[src/rtl/mod_pkg.sv]
// mod_pkg: definitions shared by the modular-arithmetic blocks (mod_inv,
// MM, long_div) and the controller that sequences them.
//   MOD_WIDTH : default operand width in bits
//   mod_state_e : IDLE / ITER / FIN sequencing states
package mod_pkg;

  localparam int unsigned MOD_WIDTH = 32;

  typedef enum logic [1:0] {
    IDLE = 2'd0,
    ITER = 2'd1,
    FIN  = 2'd2
  } mod_state_e;

endpackage

[src/rtl/mod_sub.sv]
// mod_sub: combinational modular subtraction, diff = (a - b) mod n.
// Both a and b are expected in [0, n-1]; the result is then also in [0, n-1].
// Ports:
//   a, b  in  WIDTH  operands
//   n     in  WIDTH  modulus
//   diff  out WIDTH  (a - b) mod n
module mod_sub
  import mod_pkg::*;
#(
  parameter int WIDTH = MOD_WIDTH
) (
  input  logic [WIDTH-1:0] a,
  input  logic [WIDTH-1:0] b,
  input  logic [WIDTH-1:0] n,
  output logic [WIDTH-1:0] diff
);

  logic [WIDTH:0] a_x;
  logic [WIDTH:0] b_x;
  logic [WIDTH:0] n_x;
  logic [WIDTH:0] sum;

  always_comb begin
    a_x = {1'b0, a};
    b_x = {1'b0, b};
    n_x = {1'b0, n};
    // a + n can exceed 2^WIDTH when n is close to the top of the range, so
    // the wrap-around correction is formed one bit wider than the operands.
    if (a >= b) begin
      sum = a_x - b_x;
    end else begin
      sum = a_x + n_x - b_x;
    end
    diff = WIDTH'(sum);
  end

endmodule

[src/rtl/mod_inv.sv]
// mod_inv: sequential modular inverse, out = A^-1 mod N (N odd), using the
// binary extended Euclidean algorithm with one reduction step per clock.
// Invariants while iterating: x1*A == u (mod N), x2*A == v (mod N).
// Ports:
//   clk    in  1      rising-edge clock
//   rstn   in  1      synchronous active-low reset
//   start  in  1      launch request, honoured only while busy=0
//   A      in  WIDTH  value to invert, sampled with start
//   N      in  WIDTH  modulus (odd), sampled with start
//   busy   out 1      operation in progress
//   done   out 1      one-cycle completion pulse
//   ok     out 1      1: inverse exists and out is valid (held after done)
//   out    out WIDTH  result, held until a later operation completes
// Build option: define MOD_INV_ARGCHK_EN to reject illegal operands on start
// (N even, N<3, A==0, A>=N); rejected operations finish with ok=0, out=0.
module mod_inv
  import mod_pkg::*;
#(
  parameter int WIDTH = MOD_WIDTH
) (
  input  logic             clk,
  input  logic             rstn,
  input  logic             start,
  input  logic [WIDTH-1:0] A,
  input  logic [WIDTH-1:0] N,
  output logic             busy,
  output logic             done,
  output logic             ok,
  output logic [WIDTH-1:0] out
);

  localparam logic [WIDTH-1:0] ONE = WIDTH'(1);

  // (x / 2) mod n for odd n: an odd x is made even by adding n first, at
  // WIDTH+1 bits so nothing is lost when n is near 2^WIDTH.
  function automatic logic [WIDTH-1:0] halve_mod(input logic [WIDTH-1:0] x,
                                                 input logic [WIDTH-1:0] n);
    logic [WIDTH:0] s;
    s = x[0] ? ({1'b0, x} + {1'b0, n}) : {1'b0, x};
    return WIDTH'(s >> 1);
  endfunction

  mod_state_e state, state_nxt;

  logic [WIDTH-1:0] u, v, x1, x2, n_r;
  logic [WIDTH-1:0] d12, d21;
  logic [WIDTH-1:0] out_r;
  logic             ok_r, done_r;
  logic             u_one, v_one, term, reject;

  mod_sub #(.WIDTH(WIDTH)) u_sub12 (.a(x1), .b(x2), .n(n_r), .diff(d12));
  mod_sub #(.WIDTH(WIDTH)) u_sub21 (.a(x2), .b(x1), .n(n_r), .diff(d21));

  assign u_one = (u == ONE);
  assign v_one = (v == ONE);
  assign term  = u_one || v_one || (u == '0) || (v == '0);

  // A rejected start loads u=v=0, which the first ITER step turns into a
  // gcd!=1 result (ok=0, out=0). This also keeps A==0 with N==1 from
  // reporting success through the v==1 exit.
`ifdef MOD_INV_ARGCHK_EN
  assign reject = !N[0] || (N < WIDTH'(3)) || (A == '0) || (A >= N);
`else
  assign reject = (A == '0);
`endif

  always_comb begin
    state_nxt = state;
    case (state)
      IDLE:    if (start) state_nxt = ITER;
      ITER:    if (term)  state_nxt = FIN;
      FIN:     state_nxt = IDLE;
      default: state_nxt = IDLE;
    endcase
  end

  // control and result registers
  always_ff @(posedge clk) begin
    if (!rstn) begin
      state  <= IDLE;
      done_r <= 1'b0;
      ok_r   <= 1'b0;
      out_r  <= '0;
    end else begin
      state  <= state_nxt;
      // done trails the FIN cycle by one clock so it coincides with busy=0
      done_r <= (state == FIN);
      if (state == ITER && term) begin
        if (u_one) begin
          out_r <= x1;
          ok_r  <= 1'b1;
        end else if (v_one) begin
          out_r <= x2;
          ok_r  <= 1'b1;
        end else begin
          out_r <= '0;
          ok_r  <= 1'b0;
        end
      end
    end
  end

  // iteration datapath
  always_ff @(posedge clk) begin
    if (state == IDLE && start) begin
      u   <= reject ? '0 : A;
      v   <= reject ? '0 : N;
      x1  <= ONE;
      x2  <= '0;
      n_r <= N;
    end else if (state == ITER && !term) begin
      if (!u[0]) begin
        u  <= u >> 1;
        x1 <= halve_mod(x1, n_r);
      end else if (!v[0]) begin
        v  <= v >> 1;
        x2 <= halve_mod(x2, n_r);
      end else if (u >= v) begin
        u  <= u - v;
        x1 <= d12;
      end else begin
        v  <= v - u;
        x2 <= d21;
      end
    end
  end

  assign busy = (state != IDLE);
  assign done = done_r;
  assign ok   = ok_r;
  assign out  = out_r;

endmodule

[config.mk]
export PLATFORM = sky130hd
export DESIGN_NAME = mod_inv
export DESIGN_NICKNAME = d
export VERILOG_FILES = /design/src/rtl/mod_pkg.sv /design/src/rtl/mod_sub.sv /design/src/rtl/mod_inv.sv
export SDC_FILE = /design/constraint.sdc
export NUM_CORES = 1
export LEC_CHECK = 0
export BUFFER_PORTS_ARGS = -buffer_cell sky130_fd_sc_hd__buf_4
export CAP_MARGIN = 20
export CORE_MARGIN = 2
export CORE_UTILIZATION = 55
export CTS_CLUSTER_DIAMETER = 150
export CTS_CLUSTER_SIZE = 30
export DETAILED_ROUTE_END_ITERATION = 12
export GPL_ROUTABILITY_DRIVEN = 0
export PLACE_DENSITY = 0.72
export RECOVER_POWER = 50
export SETUP_SLACK_MARGIN = 0.05
export SLEW_MARGIN = 40
export SYNTH_ARGS = -nofsm -noshare
export SYNTH_HDL_FRONTEND = slang
export SYNTH_SLANG_ARGS = --single-unit
[constraint.sdc]
create_clock -name clk -period 10.3 [get_ports clk]
set_input_delay 2.06 -clock clk [delete_from_list [all_inputs] [get_ports clk]]
set_output_delay 2.06 -clock clk [all_outputs]
set_load 0.02 [all_outputs]
==> impl_metrics.toml <==
[clock_tree]
clock_latency_ns = 0.47
cts_buffer_depth = 2
clock_tree_from_tritoncts = "done"
cts_repair_resize_count = 0
cts.clk_slew.worst_paths_ns = 0.08
ctsRootBufferMaster = "clkbuf_16"
htree_levels = 4
cts_num_sinks = 196
hold_buffers = 0
cts_inserted_buffers = 17
postCtsSetupRepairBufs = 0

[timing]
max-slew-margin-rel = -0.8055
period_needed_ns = 8.107
layout_worst_path_cycle_share = 0.7871
fmaxAchievable_ghz = 0.1234
finClkSkew_ns = 0.01131
final-max-slew-violation-count = 327
worst_slew_pin_slew_ns = 2.708
finalHoldWorstSlack_ns = 0.5076
fin_tns_setup_ns = 0
count_of_final_setup_violators = 0
rsz0062_at_grt = "no"
finalHoldViolCount = 0

[run]
cap_viol_max_count = 8

[min_path]
hp-start = "out[29]$_SDFFE_PN0P_"
holdCritPathClass = "register to register"

[global_routing]
grt_max_degree = 63
grt_first_pass_wirelength_um = 118900
first_global_vias = 21715
antenna_violations_before_repair = 0
globalRouteMet2Util = 0.5775
global_route.usage.met1 = 0.4759
global_route.peak_usage_layer = "met2"
grt_use_total = 0.3597
globalRouteMet3Util = 0.06060
gr-total-overflow = 0

[logic_synthesis]
yosysUniqueCellTypes = 87
syn_avg_cell_area_um2 = 7.793
count_of_flip_flops_with_a_built_in_enable_after_synthesis = 96
synth.net_count = 3231
main_combinational_cell_family_by_area_after_synthesis = "compound AO/OA/AOI/OAI gates"
synth_fa_ha_area_frac = 0.1470
postSynth.asyncResetShare = 0
netlist_instances = 2903
synth-main-ff-cell = "dfxtp_1"
synth.top_cells.by_area = "ha_1, edfxtp_1, dfxtp_1"
netlist.top_cell.by_area = "ha_1"
synth_warnings = 0
synth_seq_area_share = 0.2159
synth-compound-area-share = 0.3207
post_synth_instance_area_um2 = 22620
synth.mux.area_fraction = 0.01737
netlist.area_leader.share = 0.1399
synth_xor_xnor_area_share = 0.08362
ys_seq_elements = 196
yosys.area_share.simple = 0.1562

[floorplan]
ios = 102
die-width_um = 206.8
core-area_um2 = 40740
fp.dieH_um = 206.8
fp.dieArea_um2 = 42770
rows = 74
start_util = 0.5553

[detailed_routing]
drt_first_iter_violations = 2881
drt-vias-per-instance = 6.736
wire_per_inst_um = 22.83
num_vias = 23173
postRouteAntennaNets = 0
detail_route.drc_violations = 0
first_pass_iteration_count_of_the_detailed_router = 6
totalWireLength_um = 78520

[worst_setup_path]
worst-endpoint-required_ns = 10.63
critical_path.max_fanout = 54
rr_startpoint = "x1[0]$_SDFFE_PP1P_"
setup.worst_path.start = "x1[0]$_SDFFE_PP1P_"
delay_of_the_slowest_cell_on_the_worst_path_ns = 1.90
critical_path.cell_chain = "clkbuf_1 -> ha_1 -> fa_1 -> nor2b_4 -> o31a_1 -> o21a_1 -> nor2_1 -> o221ai_2 -> a2111oi_0 -> clkbuf_1 -> o21ai_0 -> a21oi_1 -> o21ai_0"
endpoint_kind = "register"
cp_data_arrival_time_ns = 8.43
crit_type = "register to register"
worstSetupStartpointType = "register"
timing.critical_path.slowest_stage_cell = "clkbuf_1"

[outcome]
outcome = "finished, violations left"
violations = "capacitance limit, slew limit"

[final_layout]
nNetsFinal = 3223
antenna-diode-count = 0
layout-drive-gt1-share = 0.04161
synthToLayoutAreaGrowth_pct = 5.514
fillers = 3744

[place]
place.port_buffers = 101
hpwl_um = 61070
## logic make-up (layout without fill, tap and decap cells)
logic type               count (synthesis)  in the layout
adder cells (fa/ha/maj)                261            261
AND/OR/NAND/NOR                        749            749
multiplexers                            39             39
AO/OA/AOI/OAI                         1105           1105
flip-flops                             196            196
XOR/XNOR                               216            216
buffers and inverters                  337            342
## cell usage in the layout, fill, tap and decap left out, types with 96 or more instances in the layout
cell,n
a21oi_1,295
ha_1,253
nand2_1,230
o21ai_0,220
nor2_1,210
inv_1,181
xnor2_1,139
a21o_1,109
dfxtp_1,98
edfxtp_1,96
## Yosys cell counts (9+ instances only)
master and n:
o21ai_1 9, and4_1 10, clkbuf_1 107, xnor2_1 139, nand4_1 39, o21bai_1 37, and2_1 11, o31ai_1 10
o21a_1 42, buf_2 25, o211ai_1 36, a211oi_1 52, nand2_1 230, a21oi_1 295, a31o_2 10, o21ai_0 220
a31oi_1 47, nand3_1 59, a22oi_1 68, nand2b_1 33, and3_1 15, ha_1 253, xor2_1 77, o211a_1 34
a221o_1 12, nand3b_1 9, a221oi_1 18, dfxtp_1 100, nor2b_1 22, o31a_1 12, mux2i_1 37, inv_1 181
buf_1 14, o221ai_1 11, nor2_1 212, nor3_1 50, a21o_1 109, edfxtp_1 96, nor4_1 25
## stage by stage
stage               instance area [µm²]  worst slack [ns]  std cells  utilization
finish                            23870             2.193       3440       0.5860
global route                      23870             2.046       3440       0.5860
CTS                               24200             4.719       3440       0.5940
detailed placement                23630             4.811       3408       0.5800
global placement                  23610             4.977       3408       0.5795
floorplan                         22620             5.650       2903            -
## area by class of cell
type                    count  area (µm²)  share of cell area
flip-flops and latches    196        4887              0.2047
clock inverters            12       111.4            0.004665
repair buffers            125       653.1             0.02736
clock buffers              20       456.7             0.01913
inverters                 185       694.4             0.02909
multi-input cells        2370       16400              0.6871
well taps                 532       665.6             0.02788
## per-layer routing
| metal | routed length [µm] | vias to the layer above |
|---|---|---|
| met5 | 0 | - |
| met1 | 31330 | 10840 |
| met4 | 3675 | 0 |
| li1 | - | 10694 |
| met3 | 8704 | 232 |
| met2 | 34800 | 1407 |
## critical path, delay by kind of cell (launching register included)
kind                       cells  cell delay (ns)
adders and majority gates      2             0.76
AOI/OAI and AO/OA              7             2.58
DFF                            1             0.33
buffers and inverters          2             3.74
and+or+nand+nor                2             0.49
## final timing paths
kind | to | slack [ns] | cells after the start
worst max-delay path | x2[5]$_SDFFE_PP0P_ | 2.19 | 13
worst min-delay path | out[29]$_SDFFE_PN0P_ | 0.51 | 1
worst max register to register | x2[5]$_SDFFE_PP0P_ | 2.19 | 13
worst min register to register | out[29]$_SDFFE_PN0P_ | 0.51 | 1
## sequential cells by signal (all words and copies together), names as in the netlist
| register | flops |
|---|---|
| x2 | 32 |
| done | 1 |
| x1 | 32 |
| n_r | 32 |
| state | 2 |
| out | 32 |
| v | 32 |
| u | 32 |
| ok | 1 |
Power is not shown: default switching activity piles up to over one toggle a cycle in this logic, so the estimate is an artifact.
